## config.mk

```make
export PLATFORM = sky130hd
export DESIGN_NAME = cpu_debug_sequencer
export DESIGN_NICKNAME = d
export VERILOG_FILES = /design/src/rtl/cpu_dbg_pkg.sv /design/src/rtl/dbg_rd_stage.sv /design/src/rtl/cpu_debug_sequencer.sv
export SDC_FILE = /design/constraint.sdc
export NUM_CORES = 1
export LEC_CHECK = 0
export CELL_PAD_IN_SITES_DETAIL_PLACEMENT = 1
export CELL_PAD_IN_SITES_GLOBAL_PLACEMENT = 1
export CORE_ASPECT_RATIO = 0.9
export CORE_UTILIZATION = 25
export CTS_BUF_LIST = sky130_fd_sc_hd__clkbuf_16
export CTS_CLUSTER_DIAMETER = 150
export CTS_CLUSTER_SIZE = 20
export DETAILED_ROUTE_END_ITERATION = 16
export PLACE_DENSITY_LB_ADDON = 0.15
export SLEW_MARGIN = 15
export SYNTH_ARGS = -nofsm -noshare
export SYNTH_HDL_FRONTEND = slang
export SYNTH_SLANG_ARGS = --single-unit
```

## constraint.sdc

```tcl
create_clock -name clk -period 2.2 [get_ports clk]
set_input_delay 0.44 -clock clk [delete_from_list [all_inputs] [get_ports clk]]
set_output_delay 0.44 -clock clk [all_outputs]
set_load 0.01 [all_outputs]
```

## src/rtl/cpu_dbg_pkg.sv

```systemverilog
// Shared definitions for the CPU debug sequencer: command opcodes, FSM states
// and memory/RF geometry.
package cpu_dbg_pkg;

  localparam int AW       = 8;
  localparam int RF_WORDS = 32;

  localparam logic [2:0] OP_LOAD_I = 3'd0;
  localparam logic [2:0] OP_LOAD_D = 3'd1;
  localparam logic [2:0] OP_RUN    = 3'd2;
  localparam logic [2:0] OP_DUMP_D = 3'd3;
  localparam logic [2:0] OP_DUMP_R = 3'd4;

  typedef enum logic [2:0] {
    ST_IDLE   = 3'd0,
    ST_LOAD_I = 3'd1,
    ST_LOAD_D = 3'd2,
    ST_RUN    = 3'd3,
    ST_DUMP_D = 3'd4,
    ST_DUMP_R = 3'd5
  } state_e;

  function automatic state_e op_to_state(input logic [2:0] op);
    case (op)
      OP_LOAD_I: return ST_LOAD_I;
      OP_LOAD_D: return ST_LOAD_D;
      OP_RUN:    return ST_RUN;
      OP_DUMP_D: return ST_DUMP_D;
      OP_DUMP_R: return ST_DUMP_R;
      default:   return ST_IDLE;
    endcase
  endfunction

endpackage

```

## src/rtl/dbg_rd_stage.sv

```systemverilog
// Single-entry registered output stage for the host read stream; holds its
// word stable while the host back-pressures.
module dbg_rd_stage #(
  parameter int DATA_W = 32
) (
  input  logic              clk,
  input  logic              rst,
  input  logic              load_i,
  input  logic [DATA_W-1:0] data_i,
  output logic              take_o,
  output logic              valid_o,
  output logic [DATA_W-1:0] data_o,
  input  logic              ready_i
);

  logic              valid_q, valid_d;
  logic [DATA_W-1:0] data_q, data_d;

  assign take_o  = !valid_q || ready_i;
  assign valid_o = valid_q;
  assign data_o  = data_q;

  always_comb begin
    valid_d = valid_q;
    data_d  = data_q;
    if (load_i && take_o) begin
      valid_d = 1'b1;
      data_d  = data_i;
    end else if (ready_i) begin
      valid_d = 1'b0;
    end
  end

  always_ff @(posedge clk) begin
    if (rst) begin
      valid_q <= 1'b0;
      data_q  <= '0;
    end else begin
      valid_q <= valid_d;
      data_q  <= data_d;
    end
  end

endmodule

```

## src/rtl/cpu_debug_sequencer.sv

```systemverilog
// Host-side sequencer for the CPU debug ports: loads imem/dmem with the CPU
// held in reset, runs it under a watchdog, and dumps dmem or the RF back out.
module cpu_debug_sequencer #(
  parameter logic [31:0] MAX_CYCLES = 32'd1_000_000,
  parameter int          AW         = 8
) (
  input  logic          clk,
  input  logic          rst,
  input  logic          cmd_valid,
  output logic          cmd_ready,
  input  logic [2:0]    cmd_op,
  input  logic [AW-1:0] cmd_base,
  input  logic [AW-1:0] cmd_len,
  input  logic          wr_valid,
  output logic          wr_ready,
  input  logic [31:0]   wr_data,
  output logic          rd_valid,
  input  logic          rd_ready,
  output logic [31:0]   rd_data,
  output logic          cpu_rstn,
  output logic          inst_we,
  output logic [AW-1:0] inst_addr,
  output logic [31:0]   inst_in,
  output logic          data_we,
  output logic [AW-1:0] data_addr,
  output logic [31:0]   data_in,
  input  logic [31:0]   data_out,
  output logic          rf_dcp_rd,
  output logic [4:0]    rf_addr,
  input  logic [31:0]   rf_out,
  input  logic          stop,
  output logic          busy,
  output logic          done,
  output logic          err,
  output logic          timeout,
  output logic [31:0]   cycle_count
);

  import cpu_dbg_pkg::*;

  state_e        state_q, state_d;
  logic [AW-1:0] base_q, len_q, idx_q, addr;
  logic          issued_q, err_q, timeout_q, done_q;
  logic [31:0]   cyc_q;
  logic          accept, op_legal, last_idx, wr_fire, rd_take, fetch, rd_fire;
  logic          in_dump, run_limit, finish;

  assign accept    = cmd_valid && (state_q == ST_IDLE);
  assign op_legal  = (cmd_op <= OP_DUMP_R);
  assign addr      = base_q + idx_q;
  assign last_idx  = (idx_q == len_q);
  assign wr_fire   = wr_valid && wr_ready;
  assign in_dump   = (state_q == ST_DUMP_D) || (state_q == ST_DUMP_R);
  assign fetch     = in_dump && !issued_q && rd_take;
  assign rd_fire   = rd_valid && rd_ready;
  assign run_limit = (cyc_q == MAX_CYCLES - 32'd1);
  assign finish    = (state_q != ST_IDLE) && (state_d == ST_IDLE);

  always_ff @(posedge clk) begin
    if (rst) state_q <= ST_IDLE;
    else     state_q <= state_d;
  end

  always_comb begin
    state_d = state_q;
    case (state_q)
      ST_IDLE:   if (accept && op_legal) state_d = op_to_state(cmd_op);
      ST_LOAD_I,
      ST_LOAD_D: if (wr_fire && last_idx) state_d = ST_IDLE;
      ST_RUN:    if (stop || run_limit) state_d = ST_IDLE;
      ST_DUMP_D,
      ST_DUMP_R: if (issued_q && rd_fire) state_d = ST_IDLE;
      default:   state_d = ST_IDLE;
    endcase
  end

  always_comb begin
    cmd_ready = (state_q == ST_IDLE);
    busy      = (state_q != ST_IDLE);
    wr_ready  = (state_q == ST_LOAD_I) || (state_q == ST_LOAD_D);
    inst_we   = (state_q == ST_LOAD_I) && wr_valid;
    data_we   = (state_q == ST_LOAD_D) && wr_valid;
    rf_dcp_rd = (state_q == ST_DUMP_R);
    cpu_rstn  = (state_q == ST_RUN);
  end

  assign inst_addr   = addr;
  assign inst_in     = wr_data;
  assign data_addr   = addr;
  assign data_in     = wr_data;
  assign rf_addr     = idx_q[4:0];
  assign done        = done_q;
  assign err         = err_q;
  assign timeout     = timeout_q;
  assign cycle_count = cyc_q;

  // A timeout is only flagged when stop is not seen in the same cycle.
  always_ff @(posedge clk) begin
    if (rst) begin
      idx_q     <= '0;
      issued_q  <= 1'b0;
      err_q     <= 1'b0;
      timeout_q <= 1'b0;
      done_q    <= 1'b0;
      cyc_q     <= '0;
    end else begin
      done_q <= finish || (accept && !op_legal);
      if (accept) begin
        base_q    <= cmd_base;
        len_q     <= (cmd_op == OP_DUMP_R) ? AW'(RF_WORDS - 1) : cmd_len;
        idx_q     <= '0;
        issued_q  <= 1'b0;
        err_q     <= !op_legal;
        timeout_q <= 1'b0;
        if (cmd_op == OP_RUN) cyc_q <= '0;
      end else begin
        if (wr_fire || fetch) idx_q <= idx_q + AW'(1);
        if (fetch && last_idx) issued_q <= 1'b1;
        if (state_q == ST_RUN) begin
          cyc_q <= cyc_q + 32'd1;
          if (!stop && run_limit) timeout_q <= 1'b1;
        end
      end
    end
  end

  dbg_rd_stage #(.DATA_W(32)) u_rd_stage (
    .clk     (clk),
    .rst     (rst),
    .load_i  (fetch),
    .data_i  ((state_q == ST_DUMP_R) ? rf_out : data_out),
    .take_o  (rd_take),
    .valid_o (rd_valid),
    .data_o  (rd_data),
    .ready_i (rd_ready)
  );

endmodule
```

* Word level (Yosys, flattened, before mapping)
Index checks and enable logic that the tools add are counted.
** Storage, ports and cells
- Output and inout bits :: 160
- Register bits :: 96
- Latch bits :: 0
- Bits of input ports :: 121
- Memory bits (read-only) :: 0
- RAM bits :: 0
- Memories kept :: 0
** Cells by class
- Shifts and indexed selects :: 0
- Equality and inequality tests :: 12
- Reduce and logical (&&, ||, !) cells :: 37
- $add $sub $neg :: 3
- Bitwise logic cells :: 1
- Multiply operators :: 0
- Div/mod/pow operators :: 0
- Order comparisons :: 1
- Muxes and demuxes :: 12
** Operators with widths (number)
- $mux 32 :: 4
- $add 32x1->32 const B :: 1
- $eq 32x20->1 const B :: 1
- $logic_and 1x1->1 :: 15
- $pmux 3 s5 :: 1
- $eq 3x2->1 const B :: 4
- $mux 3 :: 4
- $pmux 3 s4 :: 1
- $eq 3x3->1 const B :: 3
- $logic_not 3->1 :: 3
- $add 8x1->8 const B :: 1
- $add 8x8->8 :: 1
- $eq 8x8->1 :: 1
- $eq 3x1->1 const B :: 2
- $logic_or 1x1->1 :: 6
- $reduce_and 2->1 :: 3
- $reduce_or 2->1 :: 3
- $logic_not 1->1 :: 4
- $reduce_bool 2->1 :: 2
- $le 3x3->1 const B :: 1
- $reduce_bool 3->1 :: 1
- $mux 1 :: 2
- $ne 2x1->1 const B :: 1
- $not 1->1 :: 1

* Longest topological paths before layout
Gate-level depths: netlist of run 1.
- Word-level depth :: 9
- Mapped depth :: 10
- Gate-level depth less buffers :: 9

* By module
A second synthesis of run 1 with hierarchy kept.
** Second synthesis, totals
- Cells, all modules :: 605
- Area, all modules :: 5566.6 um^2
** Modules (own cells, without submodules)
- cpu_debug_sequencer :: cells each 455, area an instance 4122.7 um^2, times used 1
- dbg_rd_stage :: cells each 150, area an instance 1443.9 um^2, times used 1

* Worst setup path before layout of run 1
No wires, ideal clock.
- Path type :: reg2out
- From :: register idx_q[0]
- To :: output inst_addr[6]
- Slack :: -0.166 ns
- Buffers on the path :: 1
- Data arrival time :: 1.926 ns
- Cell stages (with the launch flop) :: 11
- Cells stage by stage :: dfxtp_1 > ha_1 > inv_1 > fa_1 > nor2b_1 > o21ai_0 > nand2b_1 > a21o_1 > a21oi_1 > xnor2_1 > buf_4
** Between the ends
- Cells in the longest elaborated chain, start to end :: 1
** RTL lines
- start, declared :: RTL line cpu_debug_sequencer.sv:42 : logic [AW-1:0] base_q, len_q, idx_q, addr;
- start signal, assigned :: RTL line cpu_debug_sequencer.sv:117 : if (wr_fire || fetch) idx_q <= idx_q + AW'(1);
- $add 8x8->8 :: RTL line cpu_debug_sequencer.sv:50 : assign addr = base_q + idx_q;
- end, declared :: RTL line cpu_debug_sequencer.sv:22 : output logic [AW-1:0] inst_addr,
No other way between the ends.

* Worst setup path after layout of run 1
- From :: register base_q[0]
- To :: output data_addr[6]
** Between the ends
- Cells in the longest elaborated chain, start to end :: 1
** RTL lines
- start, declared :: RTL line cpu_debug_sequencer.sv:42
- start signal, assigned :: RTL line cpu_debug_sequencer.sv:109 : base_q <= cmd_base;
- $add 8x8->8 :: RTL line cpu_debug_sequencer.sv:50
- end, declared :: RTL line cpu_debug_sequencer.sv:25 : output logic [AW-1:0] data_addr,
No other way between the ends.

==> flow_summary_export.csv, run 1 <==
group,metric,value,unit
outcome,status,"finished, violations left",
outcome,violations,"negative setup slack",
routing,drc,0,
timing,grt_setup_unrepaired,"yes",
timing,slew-limit-headroom,0.748,
critical_path,crit_start,"base_q[0]",
hold_path,hp-start,"timeout",
critical_path,crit_type,"flip-flop to primary output",
timing,fin_crit_sh,1.15,
logic_synthesis,yosysTopAreaCell,"dfxtp_1",
routing,ant_nets,0,
cts,cts.sinks,96,
cts,cts_buffer_depth,2,
die,die_w,153,microns
global_route,grt_remaining_overflow,0,
routing,viasPerCell,4.59,
logic_synthesis,async_reset_ff_frac,0,
global_route,grt_antenna_before_repair,1,
finish,n_antenna_cell,0,
logic_synthesis,netlist_instances,597,
power,p_per_area,576,nW/um^2
finish,fin_area,7580,sq um
routing,post_drt_wl_per_cell,15.9,microns
timing,timing.hold.ws,480,ps
die,fp-row-count,49,
die,ios,281,
routing,drt_iter0_markers,73,
finish,seq_area,2090,sq um
logic_synthesis,yosysWarnings,0,
routing,routed.top_layer,"met5",
placed_design,placed_cells,992,
critical_path,crit_chain,"ha_4 -> inv_2 -> fa_2 -> nor2b_1 -> o21ai_1 -> nand2b_1 -> a21o_1 -> a21oi_2 -> xnor2_1 -> buf_2",
power,p_leak,2.96,nW
cts,numCtsBuffers,9,
routing,met2_length,7.47,mm
routing,routed_wl,16.1,mm
timing,setup_viol,10,
placed_design,placed_area,7170,sq um
hold_path,min_path_type,"flip-flop to flip-flop",
logic_synthesis,synth_edf_count,16,
die,start_util,0.257,
critical_path,rr_startpoint,"state_q[1]",
routing,dr_wl_met3,1.47,mm
power,power.total,4.37,mW
timing,clock.fmax,394,MHz
routing,first_pass_iters,4,
timing,max_slew.worst_pin.slew,376,ps
job,cap_violations,0,
cts,cts_root_buf,"clkbuf_16",
placed_design,gp_congestion,0.791,
global_route,grt_max_degree,42,
critical_path,slowest_stage,"edfxtp_1",
finish,layoutNonFillerInstCount,1013,
critical_path,crit_required,1760,ps
cts,insertion_delay,360,ps
placed_design,dp_hpwl,12.3,mm
critical_path,crit_buf_inv,2,
finish,fillCellCount,2304,
timing,setup_ws,-338,ps
routing,via_count,4653,
finish,fin_nets,884,
placed_design,io_buffers,184,
finish,syn_to_final_growth,47.3,%
cts,cts_tree,"yes",
power,max-vdd-ir-drop,358,uV
logic_synthesis,synth_area_leaders,"dfxtp_1, buf_4, edfxtp_1, nor2_1, nand2_1",
critical_path,arrival,2100,ps
finish,multiInputGateArea,2480,sq um
cts,clk_pin_slew,70,ps
global_route,gr-usage-all-layers,0.152,
timing,hold_viol,0,
logic_synthesis,syn_nets,728,
critical_path,crit_family,"compound AO/OA/AOI/OAI gates",
cts,cts_hold_buf,0,
logic_synthesis,synthFlopType,"dfxtp_1",
critical_path,cp_max_fo,2,
global_route,grt_pass1_wl,25.5,mm
logic_synthesis,syn_area,5140,sq um
logic_synthesis,synth_cell_types,51,
die,core-area,20000,sq um
die,die-height,138,microns
critical_path,cp-start-kind,"flip-flop",
logic_synthesis,seq_area_frac_synth,0.405,
routing,wl_met1,6.83,mm
logic_synthesis,synth_top_cell_area_share,0.311,
timing,fin_setup_tns,-1870,ps
finish,drive_gt1_frac,0.183,
global_route,grt_pass1_vias,4864,
critical_path,cpPeakStageDelay,410,ps
timing,maxSlewViolCount,0,
logic_synthesis,avgSynthCellArea,8.62,sq um
die,die_area,21200,sq um
cts,htreeDepth,3,
logic_synthesis,ys_ff_latch,96,
timing,final.min_clock_period,2540,ps
critical_path,cp-end-kind,"primary output",
timing,fin_skew,12.3,ps
-- what timing repair did --
action	4_1_cts	5_1_grt
setup endpoints to repair	27	25
pin swaps	17	13
buffers inserted	5	2
cloned	0	0
gates resized for setup	69	21
endpoints found under the hold margin	0	0
-- cells in the mapped netlist (all sizes together) (4+ instances only) --
cell,count
dfxtp,80
clkbuf,22
nor2b,6
nand3,12
xor2,28
ha,9
xnor2,20
nand4,15
a311oi,32
o21ai,9
and3,9
inv,12
edfxtp,16
buf,81
and4,6
a21oi,11
nor4,6
or3,7
nor3,8
nand2,81
or2,5
nor2,91
nor4b,4
-- area by class of cell --
cell class	count	area share
sequential	96	0.276
clock buffer	9	0.0297
clock inverter	7	0.0126
tap	255	0.0421
timing repair buffer	248	0.306
multi-input combinational	385	0.328
inverter	13	0.00644
-- worst paths after layout --
path / endpoint / slack [ps] / cells after the start
worst max-delay path: data_addr[6] / -340 / 10
worst min-delay path: timeout / 480 / 2
worst max register to register: cycle_count[31] / 80 / 6
worst min register to register: timeout / 480 / 2
-- cell families after synthesis --
| kind of cell | Yosys count | share of synthesized area |
|---|---|---|
| buf+inv | 116 | 0.143 |
| flops | 96 | 0.405 |
| xor+xnor | 48 | 0.0817 |
| simple gates | 262 | 0.245 |
| fa+ha+maj | 10 | 0.0258 |
| mux | 1 | 0.00195 |
| compound gates | 64 | 0.0973 |
-- routing by layer --
layer | track usage | vias to the layer above
li1 | - | 2286
met1 | 0.177 | 2197
met2 | 0.249 | 136
met3 | 0.0693 | 32
met4 | 0.0457 | 2
met5 | 0 | -
-- layout by cell type (no fill, tap or decap), drive strengths merged, types with 11 or more instances in the layout --
master	instances
clkdlybuf4s50	163
nor2	91
nand2	81
dfxtp	80
buf	78
a311oi	32
xor2	28
xnor2	20
edfxtp	16
nand4	15
inv	13
nand3	12
a21oi	11
-- state kept, by name, summed over array words and instances, names as in the netlist --
register / cells
len_q: 8
cycle_count: 32
state_q: 3
err: 1
idx_q: 8
u_rd_stage.valid_o: 1
issued_q: 1
u_rd_stage.data_o: 32
timeout: 1
base_q: 8
done: 1
-- worst register-to-register path: stages, from the launching register on --
cell and delay, ps:
dfxtp_2 320, or4b_4 560, o31a_4 320, nor4b_4 230, or3b_4 420, xor2_2 140
nor2_2 40
-- power breakdown --
| group | total (mW) | switching (mW) | internal, mW |
|---|---|---|---|
| clock network | 1.73 | 0.730 | 0.999 |
| logic | 0.745 | 0.325 | 0.420 |
| registers | 1.89 | 0.0351 | 1.86 |
-- stage by stage --
step | worst slack (ps) | util
3_5_place_dp | -509 | 0.357
3_3_place_gp | -472 | 0.357
4_1_cts | -414 | 0.374
5_1_grt | -497 | 0.378
6_report | -338 | 0.378
2_1_floorplan | -42.8 | -
(Power assumes the default switching activity.)
==> run 2: changes to the inputs <==
--- a/config.mk
+++ b/config.mk
@@ -8,13 +8,15 @@
 export CELL_PAD_IN_SITES_DETAIL_PLACEMENT = 1
 export CELL_PAD_IN_SITES_GLOBAL_PLACEMENT = 1
 export CORE_ASPECT_RATIO = 0.9
-export CORE_UTILIZATION = 25
+export CORE_UTILIZATION = 26
 export CTS_BUF_LIST = sky130_fd_sc_hd__clkbuf_16
 export CTS_CLUSTER_DIAMETER = 150
 export CTS_CLUSTER_SIZE = 20
 export DETAILED_ROUTE_END_ITERATION = 16
+export GPL_TIMING_DRIVEN = 1
 export PLACE_DENSITY_LB_ADDON = 0.15
 export SLEW_MARGIN = 15
 export SYNTH_ARGS = -nofsm -noshare
 export SYNTH_HDL_FRONTEND = slang
+export SYNTH_HIERARCHICAL = 1
 export SYNTH_SLANG_ARGS = --single-unit
==> flow_summary_export.csv, run 2 <==
group,metric,value,unit
placed_design,dpl_worst_slack,-491,ps
logic_synthesis,async_reset_ff_frac,0,
critical_path,timing.rr.end,"cycle_count[22]",
critical_path,crit_chain,"ha_4 -> inv_2 -> fa_2 -> nor2b_2 -> o21ai_2 -> a21boi_2 -> o21a_1 -> nor2_2 -> xnor2_2 -> buf_2",
routing,ant_nets,0,
finish,syn_to_final_growth,41.9,%
die,die-height,141,microns
logic_synthesis,ys_ff_latch,96,
finish,n_antenna_cell,0,
logic_synthesis,yosysMostFrequentCell,"dfxtp_1",
timing,fin_setup_tns,-2330,ps
routing,post_drt_wl_per_cell,15.9,microns
finish,fillCellCount,2404,
routing,routed_wl,16.5,mm
timing,grt_setup_unrepaired,"yes",
logic_synthesis,synth_top_cell_area_share,0.288,
die,fp-row-count,50,
logic_synthesis,avgSynthCellArea,9.20,sq um
logic_synthesis,synth_cell_types,54,
job,cap_violations,0,
critical_path,crit_type,"flip-flop to primary output",
timing,fin_skew,8.14,ps
die,start_util,0.266,
cts,insertion_delay,350,ps
power,p_leak,2.92,nW
finish,layout_common_cells,"clkdlybuf4s50_1, dfxtp_1, buf_4",
cts,numCtsBuffers,9,
routing,via_count,4701,
logic_synthesis,yosysTopAreaCell,"dfxtp_1",
logic_synthesis,synth_common_cells,"dfxtp_1, buf_4, nor2_1",
timing,clock.fmax,387,MHz
placed_design,placed_cells,1022,
logic_synthesis,syn_nets,736,
global_route,gr-usage-all-layers,0.154,
power,power.total,4.34,mW
finish,fin_nets,881,
critical_path,arrival,2140,ps
routing,first_pass_iters,4,
die,die_w,156,microns
critical_path,cpPeakStageDelay,370,ps
critical_path,cp_max_fo,2,
cts,cts_hold_buf,0,
power,p_per_area,550,nW/um^2
logic_synthesis,seq_area_frac_synth,0.374,
routing,viasPerCell,4.52,
timing,final.min_clock_period,2580,ps
timing,setup_ws,-383,ps
critical_path,cp-end-kind,"primary output",
cts,htreeDepth,3,
timing,fin_crit_sh,1.17,
logic_synthesis,syn_area,5570,sq um
timing,hold_viol,0,
hold_path,min_path_cells,2,
placed_design,dp_hpwl,12.6,mm
timing,setup_viol,10,
cts,cts_root_buf,"clkbuf_16",
die,die_area,22000,sq um
logic_synthesis,synth_area_leaders,"dfxtp_1, buf_4, edfxtp_1, mux2_2, a21bo_2",
logic_synthesis,netlist_instances,605,
critical_path,rr_startpoint,"cycle_count[12]",
critical_path,crit_start,"base_q[0]",
cts,cts.sinks,96,
timing,maxSlewViolCount,0,
routing,drt_iter0_markers,156,
timing,slew-limit-headroom,0.558,
critical_path,crit_buf_inv,2,
hold_path,min_path_type,"primary input to flip-flop",
critical_path,crit_family,"adder cells",
global_route,grt_max_degree,67,
critical_path,cp-start-kind,"flip-flop",
die,ios,281,
logic_synthesis,yosysWarnings,6,
timing,max_slew.worst_pin.slew,663,ps
logic_synthesis,synth_edf_count,16,
outcome,status,"finished, violations left",
hold_path,hp-start,"rst",
power,max-vdd-ir-drop,348,uV
cts,cts_buffer_depth,2,
global_route,grt_pass1_wl,26.5,mm
critical_path,rrSetupSlack,120,ps
outcome,violations,"negative setup slack",
critical_path,crit_required,1760,ps
placed_design,gp_congestion,0.774,
global_route,grt_antenna_before_repair,0,
logic_synthesis,synthFlopType,"dfxtp_1",
critical_path,slowest_stage,"edfxtp_1",
cts,clk_pin_slew,70,ps
global_route,grt_remaining_overflow,0,
global_route,grt_pass1_vias,5082,
finish,final_common_cell,"clkdlybuf4s50_1",
critical_path,rr_worst_depth,5,
placed_design,io_buffers,184,
routing,drc,0,
cts,cts_tree,"yes",
die,core-area,20900,sq um
finish,drive_gt1_frac,0.254,
finish,layoutNonFillerInstCount,1041,
hold_path,holdPathEnd,"state_q[1]",
==> run 2: changes by cell type in the layout (fill, tap and decap cells not counted), sizes merged, moves of 33 or more <==
cell   previous run  this run
nor2             91        55
nand2            81        15
a21oi            11        47
nand3            12        45
==> run 2: metrics by stage <==
| step | cell area, sq um | hold slack [ps] | utilization |
|---|---|---|---|
| floorplan | 5610 | 480 | - |
| global placement | 7520 | 455 | 0.360 |
| detailed placement | 7520 | 464 | 0.360 |
| CTS | 7820 | 406 | 0.374 |
| global route | 7900 | 411 | 0.378 |
| finish | 7900 | 423 | 0.378 |
==> run 2: what timing repair did <==
| item | CTS | global route |
|---|---|---|
| resized for setup | 66 | 19 |
| endpoints found under the setup margin | 22 | 19 |
| pin swaps | 8 | 5 |
| hold endpoints to repair | 0 | 0 |
| setup buffers | 3 | 1 |
==> run 2: power breakdown <==
| part | leakage, nW | total (mW) | internal [mW] | switching, mW |
|---|---|---|---|---|
| clock | 0.150 | 1.68 | 0.987 | 0.692 |
| combinational | 1.97 | 0.782 | 0.447 | 0.335 |
| sequential | 0.797 | 1.88 | 1.85 | 0.0310 |
==> run 2: final cells by class <==
type | count | area, sq um | area share
Clock inverter | 7 | 87.6 | 0.0111
Tap cell | 286 | 358 | 0.0453
Clock buffer | 9 | 225 | 0.0285
Multi-Input combinational cell | 385 | 2830 | 0.359
Inverter | 17 | 68.8 | 0.00871
Timing Repair Buffer | 241 | 2240 | 0.283
Sequential cell | 96 | 2090 | 0.264
==> run 2: kinds of logic after synthesis <==
family          Yosys count  synth area share
simple gates            192             0.183
xor+xnor                 47            0.0739
mux                      33            0.0665
flops                    96             0.374
fa+ha+maj                10            0.0238
compound gates          103             0.135
buf+inv                 124             0.144
==> run 2: how the worst max path moves through the flow <==
stage	to	depth (start not counted)
floorplan	inst_addr[6]	10
global route	inst_addr[7]	7
finish	inst_addr[6]	10
global placement	data_addr[7]	7
CTS	inst_addr[6]	10
detailed placement	inst_addr[6]	10
==> run 2: worst reg2reg max path: cells and delay by family, from the launching register on <==
kind	cells	cell delay (ps)
AO/OA/AOI/OAI	1	160
AND/OR/NAND/NOR	4	1390
flip-flops	1	460
==> run 2: layer usage <==
metal,routed length (microns),part of all wire,up-vias,track usage
met1,6900,0.42,2241,0.178
met2,8180,0.50,113,0.265
met4,374,0.023,0,0.0562
met3,1070,0.065,36,0.0483
met5,0,0,-,0
li1,-,-,2311,-
==> run 3: changes to the inputs <==
--- a/config.mk
+++ b/config.mk
@@ -13,6 +13,7 @@
 export CTS_CLUSTER_DIAMETER = 150
 export CTS_CLUSTER_SIZE = 20
 export DETAILED_ROUTE_END_ITERATION = 16
+export GPL_ROUTABILITY_DRIVEN = 0
 export GPL_TIMING_DRIVEN = 1
 export PLACE_DENSITY_LB_ADDON = 0.15
 export SLEW_MARGIN = 15
==> constraint.sdc (replaced) <==
create_clock -name clk -period 2.2 [get_ports clk]
set_input_delay 0.44 -clock clk [delete_from_list [all_inputs] [get_ports clk]]
set_output_delay 0.44 -clock clk [all_outputs]
set_load 0.05 [all_outputs]
==> flow_summary_export.csv, run 3 (synthesized netlist as in run 2, its figures left out) <==
group,metric,value,unit
timing,fin_setup_tns,-3550,ps
power,combPwrFrac,0.242,
critical_path,crit_required,1760,ps
finish,layoutNonFillerInstCount,1027,
routing,drc,0,
routing,viasPerCell,4.58,
global_route,grt_max_degree,67,
critical_path,cp_max_fo,2,
timing,setup_ws,-475,ps
critical_path,crit_family,"compound AO/OA/AOI/OAI gates",
outcome,violations,"negative setup slack",
routing,via_count,4702,
power,max-vdd-ir-drop,369,uV
power,switching_share,0.290,
global_route,grt_pass1_wl,26.3,mm
timing,fin_crit_sh,1.22,
routing,ant_nets,0,
timing,timing.hold.ws,417,ps
power,power.total,4.54,mW
finish,drive_gt1_frac,0.269,
cts,cts_root_buf,"clkbuf_16",
critical_path,slowest_stage,"edfxtp_1",
power,p_switching,1.32,mW
timing,clock.fmax,374,MHz
timing,slew-limit-headroom,0.546,
power,seq_power_share,0.411,
timing,setup_viol,12,
critical_path,arrival,2230,ps
timing,hold_viol,0,
cts,htreeDepth,3,
critical_path,crit_type,"flip-flop to primary output",
timing,max_slew.worst_pin.slew,681,ps
timing,maxSlewViolCount,0,
finish,final_common_cell,"clkdlybuf4s50_1",
finish,syn_to_final_growth,45.2,%
cts,cts_buffer_depth,2,
die,die-height,141,microns
placed_design,io_buffers,184,
critical_path,cp-start-kind,"flip-flop",
global_route,grt_pass1_vias,4977,
power,p_per_area,562,nW/um^2
hold_path,min_path_type,"primary input to flip-flop",
placed_design,dp_hpwl,12.4,mm
critical_path,cpPeakStageDelay,390,ps
die,die_w,156,microns
placed_design,dpl_worst_slack,-290,ps
finish,fin_nets,867,
finish,layout_common_cells,"clkdlybuf4s50_1, dfxtp_1, nor2_1",
job,cap_violations,0,
power,p_leak,2.93,nW
routing,first_pass_iters,4,
cts,cts.sinks,96,
cts,insertion_delay,350,ps
finish,fillCellCount,2363,
global_route,grt_antenna_before_repair,0,
power,p_clk_frac,0.347,
critical_path,crit_buf_inv,1,
routing,post_drt_wl_per_cell,16.1,microns
cts,numCtsBuffers,9,
die,fp-row-count,50,
timing,final.min_clock_period,2670,ps
placed_design,placed_cells,1008,
routing,routed_wl,16.5,mm
global_route,grt_remaining_overflow,0,
global_route,gr-usage-all-layers,0.152,
routing,drt_iter0_markers,112,
die,start_util,0.266,
finish,n_antenna_cell,0,
cts,clk_pin_slew,70,ps
power,intPower,3.23,mW
outcome,status,"finished, violations left",
cts,cts_tree,"yes",
die,core-area,20900,sq um
critical_path,cp-end-kind,"primary output",
timing,grt_setup_unrepaired,"yes",
timing,fin_skew,11.4,ps
die,ios,281,
die,die_area,22000,sq um
critical_path,crit_chain,"ha_1 -> a21o_1 -> a21oi_2 -> o21ai_2 -> o41ai_2 -> xnor2_2 -> buf_12",
[run 3: changes by cell type in the layout (fill, tap and decap cells not counted), sizes merged]
cell | before | now
clkbuf | 11 | 9
clkdlybuf4s50 | 164 | 159
buf | 70 | 67
clkinvlp | 2 | 3
dlygate4sd2 | 5 | 0
bufinv | 2 | 1
dlymetal6s2s | 0 | 1
[run 3: per-layer routing]
metal / track usage / vias to the layer above / share of wire
li1: - / 2289 / -
met1: 0.186 / 2262 / 0.45
met2: 0.260 / 127 / 0.48
met3: 0.0437 / 24 / 0.055
met4: 0.0408 / 0 / 0.014
met5: 0 / - / 0
[run 3: worst register-to-register path, stage by stage (launching register included)]
cell and delay [ps]:
dfxtp_1 490, nor4bb_1 280, nand4_1 190, nor4_2 360, buf_4 170, nor3_1 50, a211oi_1 280, a31o_2 220
[run 3: through the flow]
step	utilization	area, sq um
floorplan	-	5720
global placement	0.368	7700
detailed placement	0.368	7700
CTS	0.386	8060
global route	0.387	8080
finish	0.387	8080
[run 3: layout make-up]
cell class,instances,area [sq um],area share
clock inverter,7,70.1,0.00867
multi-input combinational,385,2830,0.350
tap,286,358,0.0443
sequential,96,2130,0.264
timing repair buffer,227,2390,0.296
inverter,17,76.3,0.00944
clock buffer,9,225,0.0279
[run 3: worst paths after layout]
check / slack, ps / endpoint / start / cells past startpoint
worst max-delay path: -470 / data_addr[7] / base_q[1] / 7
worst min register to register: 490 / timeout / timeout / 2
worst min-delay path: 420 / cycle_count[0] / rst / 2
worst max register to register: 90 / done / cycle_count[5] / 7
[run 3: what timing repair did]
item                                    4_1_cts  5_1_grt
buffers inserted                              3        1
gates resized for setup                      12        7
pin swaps                                     8        4
hold buffers                                  0        0
endpoints found under the setup margin       16       22
[run 3: power groups by stage]
stage / clock network, mW / logic [mW] / registers, mW
after CTS: 1.66 / 1.11 / 1.87
after detailed placement: 0 / 1.10 / 1.91
after floorplan: 0 / 0.814 / 2.04
after global routing: 1.72 / 1.17 / 1.88
after global placement: 0 / 1.08 / 1.91
final: 1.57 / 1.10 / 1.87
